`src/rtl/mem_stage.sv`:
```
// Memory-access stage: turns execute results into register write-backs and
// runs load/store transactions on a req/ack data-memory port with a timeout.
module mem_stage #(
    parameter int TIMEOUT = 15
) (
    input  logic        clk_mem,
    input  logic        rst_mem,
    input  logic [15:0] alu_out,
    input  logic [15:0] imm_1,
    input  logic [3:0]  op_code_1,
    input  logic [2:0]  dr_addr_1,
    output logic        stall,
    output logic        mem_req,
    output logic        mem_we,
    output logic [15:0] mem_addr,
    output logic [15:0] mem_wdata,
    input  logic [15:0] mem_rdata,
    input  logic        mem_ack,
    output logic        wb_en,
    output logic [2:0]  wb_addr,
    output logic [15:0] wb_data,
    output logic        mem_err,
    output logic        dbg_state
);

    // Handshake: mem_req rises on the capture edge and holds, with mem_we,
    // mem_addr and mem_wdata stable, until the edge that samples mem_ack high
    // (one-cycle strobe) or the timeout edge; mem_ack is ignored while idle.

    typedef enum logic {
        IDLE = 1'b0,
        BUSY = 1'b1
    } state_t;

    localparam logic [7:0] TMO_LAST = 8'(TIMEOUT - 1);

    state_t      r_state;
    logic        r_mem_req;
    logic        r_mem_we;
    logic [15:0] r_mem_addr;
    logic [15:0] r_mem_wdata;
    logic        r_wb_en;
    logic [2:0]  r_wb_addr;
    logic [15:0] r_wb_data;
    logic        r_mem_err;
    logic [7:0]  r_cnt;
    logic        r_is_ld;
    logic [2:0]  r_dest;

    state_t      w_state_nxt;
    logic        w_mem_req_nxt;
    logic        w_mem_we_nxt;
    logic [15:0] w_mem_addr_nxt;
    logic [15:0] w_mem_wdata_nxt;
    logic        w_wb_en_nxt;
    logic [2:0]  w_wb_addr_nxt;
    logic [15:0] w_wb_data_nxt;
    logic        w_mem_err_nxt;
    logic [7:0]  w_cnt_nxt;
    logic        w_is_ld_nxt;
    logic [2:0]  w_dest_nxt;

    logic        w_op_ld;
    logic        w_op_st;
    logic        w_op_wb;

    assign w_op_ld = (op_code_1 == 4'h8);
    assign w_op_st = (op_code_1 == 4'h9);
    assign w_op_wb = (op_code_1 >= 4'h1) && (op_code_1 <= 4'h7);

    always_comb begin
        w_state_nxt     = r_state;
        w_mem_req_nxt   = r_mem_req;
        w_mem_we_nxt    = r_mem_we;
        w_mem_addr_nxt  = r_mem_addr;
        w_mem_wdata_nxt = r_mem_wdata;
        w_wb_en_nxt     = 1'b0;
        w_wb_addr_nxt   = r_wb_addr;
        w_wb_data_nxt   = r_wb_data;
        w_mem_err_nxt   = r_mem_err;
        w_cnt_nxt       = r_cnt;
        w_is_ld_nxt     = r_is_ld;
        w_dest_nxt      = r_dest;

        case (r_state)
            IDLE: begin
                if (w_op_ld || w_op_st) begin
                    w_state_nxt    = BUSY;
                    w_mem_req_nxt  = 1'b1;
                    w_mem_we_nxt   = w_op_st;
                    w_mem_addr_nxt = w_op_st ? imm_1 : alu_out;
                    if (w_op_st) begin
                        w_mem_wdata_nxt = alu_out;
                    end
                    w_cnt_nxt   = 8'd0;
                    w_is_ld_nxt = w_op_ld;
                    w_dest_nxt  = dr_addr_1;
                end else begin
                    w_wb_en_nxt   = w_op_wb;
                    w_wb_addr_nxt = dr_addr_1;
                    w_wb_data_nxt = (op_code_1 == 4'h7) ? imm_1 : alu_out;
                end
            end
            BUSY: begin
                w_cnt_nxt = r_cnt + 8'd1;
                // Ack wins over a coinciding timeout.
                if (mem_ack) begin
                    w_state_nxt   = IDLE;
                    w_mem_req_nxt = 1'b0;
                    if (r_is_ld) begin
                        w_wb_en_nxt   = 1'b1;
                        w_wb_addr_nxt = r_dest;
                        w_wb_data_nxt = mem_rdata;
                    end
                end else if (r_cnt == TMO_LAST) begin
                    w_state_nxt   = IDLE;
                    w_mem_req_nxt = 1'b0;
                    w_mem_err_nxt = 1'b1;
                    if (r_is_ld) begin
                        w_wb_en_nxt   = 1'b1;
                        w_wb_addr_nxt = r_dest;
                        w_wb_data_nxt = 16'h0000;
                    end
                end
            end
            default: begin
                w_state_nxt = IDLE;
            end
        endcase
    end

    always_ff @(posedge clk_mem) begin
        if (rst_mem) begin
            r_state     <= IDLE;
            r_mem_req   <= 1'b0;
            r_mem_we    <= 1'b0;
            r_mem_addr  <= 16'h0000;
            r_mem_wdata <= 16'h0000;
            r_wb_en     <= 1'b0;
            r_wb_addr   <= 3'd0;
            r_wb_data   <= 16'h0000;
            r_mem_err   <= 1'b0;
            r_cnt       <= 8'd0;
            r_is_ld     <= 1'b0;
            r_dest      <= 3'd0;
        end else begin
            r_state     <= w_state_nxt;
            r_mem_req   <= w_mem_req_nxt;
            r_mem_we    <= w_mem_we_nxt;
            r_mem_addr  <= w_mem_addr_nxt;
            r_mem_wdata <= w_mem_wdata_nxt;
            r_wb_en     <= w_wb_en_nxt;
            r_wb_addr   <= w_wb_addr_nxt;
            r_wb_data   <= w_wb_data_nxt;
            r_mem_err   <= w_mem_err_nxt;
            r_cnt       <= w_cnt_nxt;
            r_is_ld     <= w_is_ld_nxt;
            r_dest      <= w_dest_nxt;
        end
    end

    assign stall     = (r_state == BUSY);
    assign dbg_state = r_state;
    assign mem_req   = r_mem_req;
    assign mem_we    = r_mem_we;
    assign mem_addr  = r_mem_addr;
    assign mem_wdata = r_mem_wdata;
    assign wb_en     = r_wb_en;
    assign wb_addr   = r_wb_addr;
    assign wb_data   = r_wb_data;
    assign mem_err   = r_mem_err;

endmodule

```
`config.mk`:
```
export PLATFORM = sky130hd
export DESIGN_NAME = mem_stage
export DESIGN_NICKNAME = d
export VERILOG_FILES = /design/src/rtl/mem_stage.sv
export SDC_FILE = /design/constraint.sdc
export NUM_CORES = 1
export LEC_CHECK = 0
export ABC_AREA = 1
export CORE_MARGIN = 5
export CORE_UTILIZATION = 35
export DETAILED_ROUTE_END_ITERATION = 7
export MAX_ROUTING_LAYER = met4
export PLACE_DENSITY = 0.64
export SLEW_MARGIN = 10
export SYNTH_ARGS = -nofsm -noshare
export SYNTH_HDL_FRONTEND = slang
export SYNTH_SLANG_ARGS = --single-unit
```
`constraint.sdc`:
```
create_clock -name clk_mem -period 2.18 [get_ports clk_mem]
set_input_delay 0.436 -clock clk_mem [delete_from_list [all_inputs] [get_ports clk_mem]]
set_output_delay 0.436 -clock clk_mem [all_outputs]
set_load 0.02 [all_outputs]
```
==> flow_summary.yaml, run 1 <==
cells_and_area:
  diodes: 0
  layout.cells.most_common_list: "nand2_1, clkdlybuf4s50_1, dfxtp_1"
  syn_to_final_growth_pct: 42.3
  fin_nets: 678
  nFillCells: 940
  layout_commonest_cell: "nand2_1"
  drive_gt1_share_pct: 6.58
global_routing:
  grt_pass1_vias: 3328
  grt_antenna_before_repair: 0
  grt_overflow_total: 0
  grtUsageTotal_pct: 18.2
  grt_max_degree: 33
  grt_first_pass_wirelength_um: 16500
pwr:
  ir_worst_vdd_v: 0.000226
  p_int_mw: 2.10
  p_seq_share_pct: 45.4
  finalPower_mw: 2.95
  power_leakage_nw: 2.14
  p_comb_share_pct: 19.8
  p_per_area_nw_per_um2: 618
  p_clk_share_pct: 34.8
  swShare_pct: 28.9
  p_sw_mw: 0.851
timing:
  hold_viol_final: 0
  relSlewSlack_pct: 68.1
  fin_worst_skew_ps: 8.42
  setup_viol: 0
  worst_pin_slew_ps: 479
  drv_slew: 0
  whs_ps: 449
  rsz0062_at_grt: "no"
  fin_tns_setup_ps: 0
  finalCriticalPeriod_ps: 1820
  finalCritPeriodShare_pct: 83.4
  setup_ws_ps: 362
  max_freq_mhz: 550
critical_path:
  cp-start-kind: "register"
  crit_path_end_kind: "output pin"
  slowest_stage: "clkdlybuf4s50_1"
  cp_top_family: "buffers and inverters"
  required_ps: 1740
  arrival_ps: 1380
  crit_chain: "clkdlybuf4s50_1"
  path_max_fanout: 5
  slowest_delay_ps: 640
  cp.buffers_inverters: 1
  critPathKind: "reg2out"
run:
  maxCapViolations: 0
synthesis:
  ys_ff_latch: 68
  syn_nets: 569
  seq_area_frac_synth_pct: 40.6
  synth_cells: 509
  ys_types: 31
  synthesis.area_um2: 3350
  yosysWarningCount: 0
  syn_avg_cell_area_um2: 6.58
routing:
  vias: 3437
  drc: 0
  viasPerCell: 4.57
  wl_per_cell_um: 13.8
  firstDrtPassIters: 4
  wl_um: 10400
  ant_nets: 0
  drt_iter0_drc: 198
worst_hold_path:
  hp-class: "reg2reg"
cts:
  cts_hold_buf: 0
  clock_latency_ps: 350
  cts_tree: "yes"
  cts_buffers: 9
  cts_resized: 0
  clk_path_buf_depth: 2
  cts_setup_buffers: 0
  h-tree-depth: 3
  root_buffer: "clkbuf_8"
  path_clk_slew_ps: 70
  cts.sinks: 68
floorplan:
  die_y_um: 108
  io_pins: 115
  row_count: 35
  die-area_um2: 11600
  start_util_pct: 36.1
  core_um2: 9280
  die_w_um: 108
outcome:
  outcome: "completed"
place:
  gp_congestion: 0.876
  portBuffers: 114
  hpwlAfterDp_um: 7900
  dp_slack_ps: 86.8
metrics by stage:
stage               cells  instance area, um2  util (%)
floorplan             509                3350         -
finish                752                4770      51.3
global route          752                4770      51.3
global placement      736                4580      49.3
detailed placement    736                4580      49.3
CTS                   752                4770      51.3
synth_stat cells:
cell,instances,share of area (%)
o21ai_0,5,0.75
a211oi_1,1,0.22
o21ai_1,1,0.15
dfxtp_1,68,41
o2111ai_1,8,2.1
xor2_1,1,0.26
buf_6,4,1.3
nor2_1,65,7.3
buf_1,2,0.22
o21bai_1,1,0.22
ha_1,2,0.75
nor3b_1,1,0.22
a21oi_1,29,4.3
nand2_2,3,0.56
nand3_2,2,0.60
a31oi_1,1,0.19
nand2_4,1,0.34
nand3_1,46,6.9
nor3_1,2,0.30
nand2_1,170,19
buf_2,8,1.2
inv_2,5,0.56
nor2_2,1,0.19
nor2_4,1,0.34
clkinv_1,1,0.11
buf_4,5,1.1
o211ai_1,7,1.6
o21ai_4,1,0.49
mux2i_1,3,0.90
inv_1,56,6.3
clkbuf_1,8,0.90
registers in the layout (all words and copies together), names as in the netlist:
register,count
dbg_state,1
mem_addr,16
mem_err,1
mem_req,1
mem_wdata,16
mem_we,1
r_cnt,8
r_dest,3
r_is_ld,1
wb_addr,3
wb_data,16
wb_en,1
cell families (layout without fill, tap and decap cells):
| group | after synthesis | after routing | share of synthesized area [%] |
|---|---|---|---|
| flops | 68 | 68 | 40.6 |
| xor+xnor | 1 | 1 | 0.261 |
| buf+inv | 89 | 203 | 11.7 |
| fa+ha+maj | 2 | 2 | 0.747 |
| compound gates | 54 | 54 | 10.0 |
| simple gates | 292 | 292 | 35.7 |
| mux | 3 | 3 | 0.896 |
final cells by class:
class / count / area (um2) / share of cell area [%]
sequential: 68 / 1360 / 28.6
inverter: 62 / 233 / 4.88
clock buffer: 9 / 124 / 2.60
timing repair buffer: 125 / 1220 / 25.7
clock inverter: 7 / 67.6 / 1.42
multi-input combinational: 352 / 1600 / 33.5
tap: 129 / 161 / 3.39
power by group through the flow:
stage | clock network [mW] | logic [mW] | registers (mW)
after floorplan | 0 | 0.230 | 1.43
after global placement | 0 | 0.581 | 1.37
after detailed placement | 0 | 0.585 | 1.37
after CTS | 1.05 | 0.589 | 1.34
after global routing | 1.09 | 0.640 | 1.34
final | 1.03 | 0.583 | 1.34
metal layers:
layer / GRT usage, % / vias up / routed length [um]
met4: 6.85 / 0 / 178
met2: 27.9 / 112 / 4680
met1: 24.3 / 1515 / 4830
met5: - / - / 0
met3: 2.94 / 11 / 664
li1: - / 1799 / -
worst paths after layout:
| path | depth (start not counted) | slack, ps | from | endpoint |
|---|---|---|---|---|
| max reg2reg | 7 | 510 | dbg_state | mem_wdata[4] |
| min reg2reg | 2 | 450 | r_dest[2] | r_dest[2] |
| min | 2 | 450 | r_dest[2] | r_dest[2] |
| max | 1 | 360 | dbg_state | stall |
Power figures use the tool's default switching activity.
==> inputs of run 2 (changes only) <==
==> constraint.sdc (replaced) <==
create_clock -name clk_mem -period 1.7 [get_ports clk_mem]
set_input_delay 0.34 -clock clk_mem [delete_from_list [all_inputs] [get_ports clk_mem]]
set_output_delay 0.34 -clock clk_mem [all_outputs]
set_load 0.02 [all_outputs]
==> run 2 against run 1 <==
Against the previous run:
- worst hold slack better by 4.8 ps
- clock-buffer cell count unchanged
- clock power increased by 55%
- critical path type unchanged
- largest power group unchanged
==> flow_summary.yaml, run 2 (synthesis gave the netlist of run 1 again) <==
outcome:
  outcome: "completed"
cells_and_area:
  final_cell_area_um2: 5060
  nFillCells: 936
  postLayoutCoreUtil_pct: 54.5
  drive_gt1_share_pct: 9.35
  syn_to_final_growth_pct: 51.0
  layout.cells.most_common_list: "nand2_1, clkdlybuf4s50_1, dfxtp_1"
  multi_input_area_um2: 1600
  diodes: 0
  fin_nets: 697
  layout_commonest_cell: "nand2_1"
  seq_area_um2: 1360
critical_path:
  path_max_fanout: 2
  rr_startpoint: "r_cnt[0]"
  crit_chain: "clkdlybuf4s50_1"
  crit_end: "wb_data[15]"
  r2r_cells: 7
  r2r_slack_ps: 230
  required_ps: 1360
  cp-start-kind: "register"
  cp.buffers_inverters: 1
  slowest_delay_ps: 620
  cp_top_family: "buffers and inverters"
  worstSetupStartpoint: "wb_data[15]"
  r2r_end: "wb_data[11]"
  slowest_stage: "clkdlybuf4s50_1"
  arrival_ps: 1310
  crit_cells: 1
  critPathKind: "reg2out"
  crit_path_end_kind: "output pin"
global_routing:
  grt_max_degree: 34
  grtUsageTotal_pct: 18.7
  grt_first_pass_wirelength_um: 16800
  grt_overflow_total: 0
  grt_antenna_before_repair: 0
  grt_pass1_vias: 3468
timing:
  rsz0062_at_grt: "no"
  max_freq_mhz: 607
  setup_viol: 0
  finalCritPeriodShare_pct: 96.9
  fin_worst_skew_ps: 8.86
  worst_pin_slew_ps: 330
  setup_ws_ps: 52.7
  fin_tns_setup_ps: 0
  drv_slew: 0
  finalCriticalPeriod_ps: 1650
  hold_viol_final: 0
  relSlewSlack_pct: 78.0
floorplan:
  row_count: 35
  die_y_um: 108
  die_w_um: 108
  core_um2: 9280
  start_util_pct: 36.1
  die-area_um2: 11600
  io_pins: 115
routing:
  firstDrtPassIters: 5
  wl_per_cell_um: 13.4
  drt_iter0_drc: 138
  vias: 3503
  drc: 0
  viasPerCell: 4.54
  wl_um: 10300
  ant_nets: 0
cts:
  cts.sinks: 68
  path_clk_slew_ps: 70
  cts_buffers: 9
  h-tree-depth: 3
  clock_latency_ps: 340
  cts_setup_buffers: 0
  root_buffer: "clkbuf_8"
  cts_tree: "yes"
  clk_path_buf_depth: 2
run:
  maxCapViolations: 0
worst_hold_path:
  hp-class: "reg2reg"
place:
  dp_slack_ps: -245
  place_area_um2: 4780
  portBuffers: 114
  gp_congestion: 0.870
  hpwlAfterDp_um: 8060
pwr:
  power_leakage_nw: 2.55
  ir_worst_vdd_v: 0.000442
  p_per_area_nw_per_um2: 810
  finalPower_mw: 4.10
## run 2: changes by cell type in the layout (fill, tap and decap cells not counted), sizes merged, moves of 2 or more
cell | previous run | this run
buf | 11 | 30
bufinv | 1 | 3
clkdlybuf4s50 | 114 | 96
dlygate4sd2 | 0 | 2
dlymetal6s2s | 0 | 16
## run 2: through the flow
step | hold WS (ps) | instances
final | 453 | 771
after global routing | 481 | 771
after CTS | 458 | 771
after detailed placement | 446 | 755
after global placement | 432 | 755
after floorplan | 418 | 509
## run 2: layout make-up
class | instances | share of cell area (%)
repair buffers | 144 | 29.0
multi-input cells | 352 | 31.6
clock inverters | 7 | 2.28
flip-flops and latches | 68 | 26.9
well taps | 129 | 3.19
clock buffers | 9 | 2.45
inverters | 62 | 4.63
## run 2: tightest hold or removal path, stage by stage, from the launching register on
cell     delay [ps]
dfxtp_1         310
nand2_1          60
nand2_1          40
## run 2: repair_timing
| action | in CTS | in global routing |
|---|---|---|
| hold endpoints to repair | 0 | 0 |
| resized for setup | 2 | 17 |
| hold buffers | 0 | 0 |
| setup endpoints to repair | 2 | 24 |
## run 2: how the worst min path moves through the flow
stage	from	to	slack [ps]	cells past startpoint
finish	mem_addr[7]	mem_addr[7]	450	2
floorplan	rst_mem	r_cnt[4]	420	1
global placement	r_dest[2]	r_dest[2]	430	2
global route	mem_addr[5]	mem_addr[5]	480	2
detailed placement	r_dest[2]	r_dest[2]	450	2
CTS	mem_addr[7]	mem_addr[7]	460	2
## run 2: per-layer routing
| layer | global-route usage, % | share of wire [%] | vias up |
|---|---|---|---|
| met1 | 24.2 | 46 | 1558 |
| li1 | - | - | 1840 |
| met3 | 3.90 | 5.7 | 4 |
| met5 | - | 0 | - |
| met2 | 29.1 | 47 | 101 |
| met4 | 6.49 | 0.70 | 0 |
## run 2: power by group
part	internal, mW	switching [mW]	total (mW)
combinational	0.379	0.405	0.784
clock	0.968	0.631	1.60
sequential	1.67	0.0439	1.71
total	3.02	1.08	4.10
